`src/rtl/nios_system_leds_out_if.sv`:
```
`default_nettype none
// ============================================================================
// Module   : nios_system_leds_out_if
// Brief    : Avalon-MM slave bus bundle for the LED output port.
// Revision : 1.0
// ============================================================================
interface nios_system_leds_out_if;
  logic [1:0]  address;
  logic        chipselect;
  logic        write_n;
  logic [31:0] writedata;
  logic [31:0] readdata;

  modport master (
    output address, chipselect, write_n, writedata,
    input  readdata
  );

  modport slave (
    input  address, chipselect, write_n, writedata,
    output readdata
  );
endinterface
`default_nettype wire

```
`src/rtl/nios_system_leds_out.sv`:
```
`default_nettype none
// ============================================================================
// Module   : nios_system_leds_out
// Brief    : Avalon-MM LED output port with toggle-write and optional blink
//            engine (enabled by defining LEDS_OUT_BLINK_EN).
// Revision : 1.0
// ============================================================================
module nios_system_leds_out #(
  parameter logic [7:0] RESET_VALUE = 8'h00
) (
  input  wire logic              clk,
  input  wire logic              reset_n,
  nios_system_leds_out_if.slave  bus,
  output logic [7:0]             out_port
);

  localparam logic [1:0] c_addr_data   = 2'd0;
  localparam logic [1:0] c_addr_mask   = 2'd1;
  localparam logic [1:0] c_addr_period = 2'd2;
  localparam logic [1:0] c_addr_toggle = 2'd3;

  logic       w_write;
  logic [7:0] r_data;
  logic [7:0] w_mask;
  logic [15:0] w_period;
  logic       w_phase;

  assign w_write = bus.chipselect & ~bus.write_n;

  always_ff @(posedge clk or negedge reset_n) begin
    if (!reset_n) begin
      r_data <= RESET_VALUE;
    end else if (w_write && bus.address == c_addr_data) begin
      r_data <= bus.writedata[7:0];
    end else if (w_write && bus.address == c_addr_toggle) begin
      r_data <= r_data ^ bus.writedata[7:0];
    end
  end

`ifdef LEDS_OUT_BLINK_EN
  logic [7:0]  r_mask;
  logic [15:0] r_period;
  logic [15:0] r_cnt;
  logic        r_phase;
  logic        w_unused;

  assign w_unused = ^bus.writedata[31:16];

  always_ff @(posedge clk or negedge reset_n) begin
    if (!reset_n) begin
      r_mask <= 8'h00;
    end else if (w_write && bus.address == c_addr_mask) begin
      r_mask <= bus.writedata[7:0];
    end
  end

  // A PERIOD write restarts the engine and takes priority over decrement/toggle.
  always_ff @(posedge clk or negedge reset_n) begin
    if (!reset_n) begin
      r_period <= 16'h0000;
      r_cnt    <= 16'h0000;
      r_phase  <= 1'b0;
    end else if (w_write && bus.address == c_addr_period) begin
      r_period <= bus.writedata[15:0];
      r_cnt    <= bus.writedata[15:0];
      r_phase  <= 1'b0;
    end else if (r_period == 16'h0000) begin
      r_cnt    <= 16'h0000;
      r_phase  <= 1'b0;
    end else if (r_cnt == 16'h0000) begin
      r_cnt    <= r_period;
      r_phase  <= ~r_phase;
    end else begin
      r_cnt    <= r_cnt - 16'h0001;
    end
  end

  assign w_mask   = r_mask;
  assign w_period = r_period;
  assign w_phase  = r_phase;
`else
  logic w_unused;

  assign w_unused = ^bus.writedata[31:8];
  assign w_mask   = 8'h00;
  assign w_period = 16'h0000;
  assign w_phase  = 1'b0;
`endif

  always_ff @(posedge clk or negedge reset_n) begin
    if (!reset_n) begin
      out_port <= RESET_VALUE;
    end else begin
      out_port <= r_data & ~(w_mask & {8{w_phase}});
    end
  end

  // Read path is free-running: it ignores chipselect and returns pre-edge values.
  always_ff @(posedge clk or negedge reset_n) begin
    if (!reset_n) begin
      bus.readdata <= 32'h0000_0000;
    end else begin
      case (bus.address)
        c_addr_data:   bus.readdata <= {24'h000000, r_data};
        c_addr_mask:   bus.readdata <= {24'h000000, w_mask};
        c_addr_period: bus.readdata <= {16'h0000, w_period};
        default:       bus.readdata <= {31'h00000000, w_phase};
      endcase
    end
  end

endmodule
`default_nettype wire

```
`src/flat_wrapper.sv`:
```
// flat-port wrapper written by rule: the top's interface ports become plain ports
module nios_system_leds_out_flat 
#(
  parameter logic [7:0] RESET_VALUE = 8'h00
)
  (clk, reset_n, out_port, bus_address, bus_chipselect, bus_write_n, bus_writedata, bus_readdata);
  nios_system_leds_out_if bus_i ();
  input  wire logic clk;
  input  wire logic reset_n;
  output logic [7:0] out_port;
  input wire logic [$bits(bus_i.address)-1:0] bus_address;
  input wire logic [$bits(bus_i.chipselect)-1:0] bus_chipselect;
  input wire logic [$bits(bus_i.write_n)-1:0] bus_write_n;
  input wire logic [$bits(bus_i.writedata)-1:0] bus_writedata;
  output wire logic [$bits(bus_i.readdata)-1:0] bus_readdata;
  assign bus_i.address = bus_address;
  assign bus_i.chipselect = bus_chipselect;
  assign bus_i.write_n = bus_write_n;
  assign bus_i.writedata = bus_writedata;
  assign bus_readdata = bus_i.readdata;
  nios_system_leds_out #(.RESET_VALUE(RESET_VALUE)) u_core (.clk(clk), .reset_n(reset_n), .bus(bus_i), .out_port(out_port));
endmodule
```
`config.mk`:
```
export PLATFORM = sky130hd
export DESIGN_NAME = nios_system_leds_out_flat
export DESIGN_NICKNAME = d
export VERILOG_FILES = /design/src/rtl/nios_system_leds_out_if.sv /design/src/rtl/nios_system_leds_out.sv /design/src/flat_wrapper.sv
export SDC_FILE = /design/constraint.sdc
export NUM_CORES = 1
export LEC_CHECK = 0
export CORE_AREA = 8 8 67 69
export CTS_CLUSTER_DIAMETER = 50
export DETAILED_ROUTE_END_ITERATION = 7
export DIE_AREA = 0 0 75 77
export PLACE_DENSITY = 0.77
export SETUP_SLACK_MARGIN = 0.15
export SLEW_MARGIN = 25
export SYNTH_ARGS = -nofsm -noshare
export SYNTH_HDL_FRONTEND = slang
export SYNTH_SLANG_ARGS = --single-unit
```
`constraint.sdc`:
```
create_clock -name clk -period 1.3 [get_ports clk]
set_input_delay 0.26 -clock clk [delete_from_list [all_inputs] [get_ports clk]]
set_output_delay 0.26 -clock clk [all_outputs]
set_load 0.05 [all_outputs]
```
Word level (Yosys, flattened, before mapping)
Index checks and enable logic that the tools add are counted.
- $add $sub $neg: 0
- $mul: 0
- divide/modulo/power cells: 0
- magnitude comparators: 0
- equality and inequality tests: 1
- shift-type cells: 0
- mux-type cells: 3
- bitwise operators: 3
- reduce and logical (&&, ||, !) cells: 4
- operator list (operator ; count):
    $mux W8 ; 3
    $xor A8 B8 Y8 ; 1
    $eq A2 B2 Y1 const B ; 1
    $logic_and A1 B1 Y1 ; 2
    $logic_not A2 Y1 ; 1
    $reduce_bool A2 Y1 ; 1
    $and A1 B1 Y1 ; 1
    $not A1 Y1 ; 1
- register bits: 48
- latch bits: 0
- bits in writable memories: 0
- bits in read-only memories: 0
- input port bits: 38
- output and inout port bits: 40
- logic and storage cells: 14
- memories: 0

Longest topological paths before layout
- word-level depth: 5
- gate-level depth with buffers: 5

Worst setup path after synthesis
Ideal clock, no wire load.
- path kind: input port to flip-flop
- start: input bus_address[1]
- end: register u_core.r_data[6]
- setup time: 0.151 ns
- arrival: 1.210 ns
- required time: 1.149 ns
- slack: -0.060 ns
- stages on the path: 5
- cells stage by stage: buf_6 or4b_4 buf_6 a21oi_2 a221oi_1
- longest elaborated chain between the ends: 3
- elaborated cells between the ends (all ways): 6
- those cells by class: 1 x eq/ne; 1 x mux; 4 x reduce/logical
- RTL lines (what ; line ; RTL):
    start, declared ; flat_wrapper.sv:11 ; input wire logic [$bits(bus_i.address)-1:0] bus_address;
    $eq A2 B2 Y1 / $logic_not A2 Y1 (equally long branches) ; nios_system_leds_out.sv:35, nios_system_leds_out.sv:33 ;
    $logic_and A1 B1 Y1, on equally long branches ; nios_system_leds_out.sv:35, nios_system_leds_out.sv:33 ;
    $reduce_bool A2 Y1 (no line) / $mux W8 (equally long branches) ; -- ;
    end signal, assigned ; nios_system_leds_out.sv:34 ; r_data <= bus.writedata[7:0];
    end signal, assigned ; nios_system_leds_out.sv:36 ; r_data <= r_data ^ bus.writedata[7:0];
    end, declared ; nios_system_leds_out.sv:23 ; logic [7:0] r_data;
Parallel ways exist; a longest one is shown, timed or not.
A chain may end at the register's enable or synchronous reset.

Worst setup path in the final report
- start: register u_core.bus.readdata[7]
- end: output bus_readdata[7]
- RTL lines (what ; line ; RTL):
    start, declared ; nios_system_leds_out_if.sv:21 ; output readdata
    start signal, assigned ; nios_system_leds_out.sv:104 ; c_addr_data: bus.readdata <= {24'h000000, r_data};
    start signal, assigned ; nios_system_leds_out.sv:105 ; c_addr_mask: bus.readdata <= {24'h000000, w_mask};
    start signal, assigned ; nios_system_leds_out.sv:106 ; c_addr_period: bus.readdata <= {16'h0000, w_period};
    end, declared ; flat_wrapper.sv:15 ; output wire logic [$bits(bus_i.readdata)-1:0] bus_readdata;
No word-level cell between the ends.

==> impl_results.md <==
* Status: complete, no violations
* TNS Setup at 0 ps
* Max VDD drop at 0.3951 mV
* Pwr dens at 1037 nW/um^2
* Arr. time, crit path at 890 ps
* Gpl congestion at 0.7335
* RSZ-0062 raised after global routing: true
* Slowest CP cell: dfrtp_1
* Port Buffers at 29
* Initial antenna violation count at 0
* Core box area at 3496 sq um
* Die Span Y at 77 um
* CTS Buf Count at 3
* Pin count of the biggest net entering global routing at 25
* Via count at 864
* Final Hold Fails at 0
* Layout Nets at 182
* Mux contribution to synthesized area at 0%
* Synth unique cells at 24
* Via-to-Cell Ratio at 4.547
* First-pass GRT wire length at 4119 um
* CTS Buffer Depth at 2
* Total gr overflow at 0
* Yosys warns at 0
* Crit-path max FO at 1
* GR Util All Layers at 9.217%
* WP buf/inv at 1
* Detailed Routing Iterations Pass 1 at 4
* CP Launch Type: flop
* Cells after synthesis at 110
* Tightest Hold Check Type: in2async
* Starting Density at 33.50%
* DRC viols at 0
* Crit. Startpoint: u_core.bus.readdata[7]
* Io pins at 78
* Die X at 75 um
* Die ar. at 5775 sq um
* Fill count at 316
* WS Path Type: reg2out
* Synthesized cell area at 1171 sq um
* Max Cap Viol at 0
* Dpl hpwl at 1916 um
* Critical path endpoint category: output port
* Synth Area in Simple Gates at 10.47%
* Compound-Gate Fraction of Synth Area at 16.88%
* CTS Root Cell: clkbuf_4
* Clock skew at 0.2142 ps
* Cell breakdown of the critical path: buf_12
* Clock slew at reported path FFs at 110 ps
* Final setup fails at 0
* Number of inserted diodes at 0
* Main combinational cell family by area after synthesis: buffers and inverters
* Pins Over Slew Limit at 0
* Area Overhead vs Synth at 40.71%
* CP top delay family: flip-flops
* Wire per inst at 13.48 um
* Htree depth at 1
* Pre-CTS setup slack at -503.8 ps
* Xor/xnor share of the synthesized area at 0%
* DRT iter0 DRCs at 47
* Final WL at 2561 um
* Min Tclk post-route at 1155 ps
* Antenna Nets Post-Route at 0
* Clock Latency Late Sink at 310 ps
* Post-Synth Adder-Cell Area at 0%
* Final worst-path cycle share at 88.83%
* Sink Count at 24
* Required @ worst endpoint at 1040 ps
* Hold Buf Count CTS at 0
* Register area share after synthesis at 51.28%
* Seq cells post-synth at 24
* Critical R2R Launch: u_core.r_data[7]
* Max frequency at 0.8660 GHz
* CTS tree: done
* Commonest cells after routing, fill and taps aside: conb_1 (24), dfrtp_1 (24), buf_12 (16)
* Final setup slack of the worst path at 145.2 ps
* Layout cells sized above 1 at 27.46%
* Leakage at 0.7214 nW
* Core Rows at 22
* CP max stage delay at 430 ps
* Vias in the first global route at 963
* Synthesized area per cell at 10.65 sq um
==> report_power, final <==
group	internal [mW]	leakage, nW	switching (mW)
registers	0.793	0.326	0.0512
logic	0.196	0.382	0.361
clock network	0.109	0.0138	0.200
==> routing by layer <==
layer / part of all wire (%) / track usage, % / vias to the layer above
li1: - / - / 398
met1: 43 / 10.65 / 410
met2: 46 / 14.36 / 49
met3: 9.8 / 3.381 / 7
met4: 1.6 / 4.510 / 0
met5: 0 / 0 / -
==> synthesized netlist by cell type <==
library cell	instances	share of area, %
buf_4	24	15
nand2b_1	1	0.53
nand3b_1	1	0.64
a211oi_1	1	0.64
and2_1	1	0.53
nor2_1	1	0.32
o21ai_1	1	0.43
inv_1	8	2.6
nor3_1	7	3.0
clkbuf_1	1	0.32
nor2b_1	1	0.53
dfrtp_1	24	51
a31o_1	1	0.75
or4b_4	1	1.2
nor3b_1	1	0.64
or4b_1	1	0.85
a221oi_1	7	5.2
a21oi_2	7	5.2
nand2_1	7	2.2
buf_2	2	0.85
buf_6	2	1.9
conb_1	1	0.32
a21oi_1	2	0.85
o22ai_1	7	3.7
==> area by class of cell <==
type / count / area, sq um / area share [%]
repair buffers: 35 / 493.0 / 29.92
flip-flops and latches: 24 / 600.6 / 36.45
well taps: 48 / 60.06 / 3.645
clock buffers: 3 / 22.52 / 1.367
inverters: 8 / 30.03 / 1.822
multi-input cells: 72 / 441.7 / 26.80
==> cells by family after synthesis <==
group | count (synthesis)
buffers and inverters | 37
AOI/OAI and AO/OA | 26
and+or+nand+nor | 22
other | 1
DFF | 24
==> worst paths after layout <==
kind                            slack (ps)  cells past startpoint                      to
max in group asynchronous              770                      2        u_core.r_data[0]
worst max-delay path                   150                      1         bus_readdata[7]
worst max register to register         190                      3        u_core.r_data[7]
worst min-delay path                   300                      2  u_core.bus.readdata[1]
worst min register to register         480                      0      u_core.out_port[7]
min in group clk                       480                      0      u_core.out_port[7]
==> sequential cells by signal (all words and copies together), names as in the netlist <==
signal,flops
u_core.bus.readdata,8
u_core.out_port,8
u_core.r_data,8
==> stage by stage <==
step	total power, mW	instance area, sq um	std cells	utilization, %	hold WS, ps
after floorplan	1.240	1261	133	-	-35.59
after global placement	1.389	1589	186	45.45	437.9
after detailed placement	1.401	1589	186	45.45	447.7
after CTS	1.713	1630	190	46.64	304.5
after global routing	1.798	1648	190	47.14	325.6
final	1.710	1648	190	47.14	302.7
==> repair_timing <==
action                                  in CTS  in global routing
pin swaps                                    5                  1
setup buffers                                1                  0
endpoints found under the setup margin      12                 19
gates resized for setup                     11                  3
(Power assumes the default switching activity.)
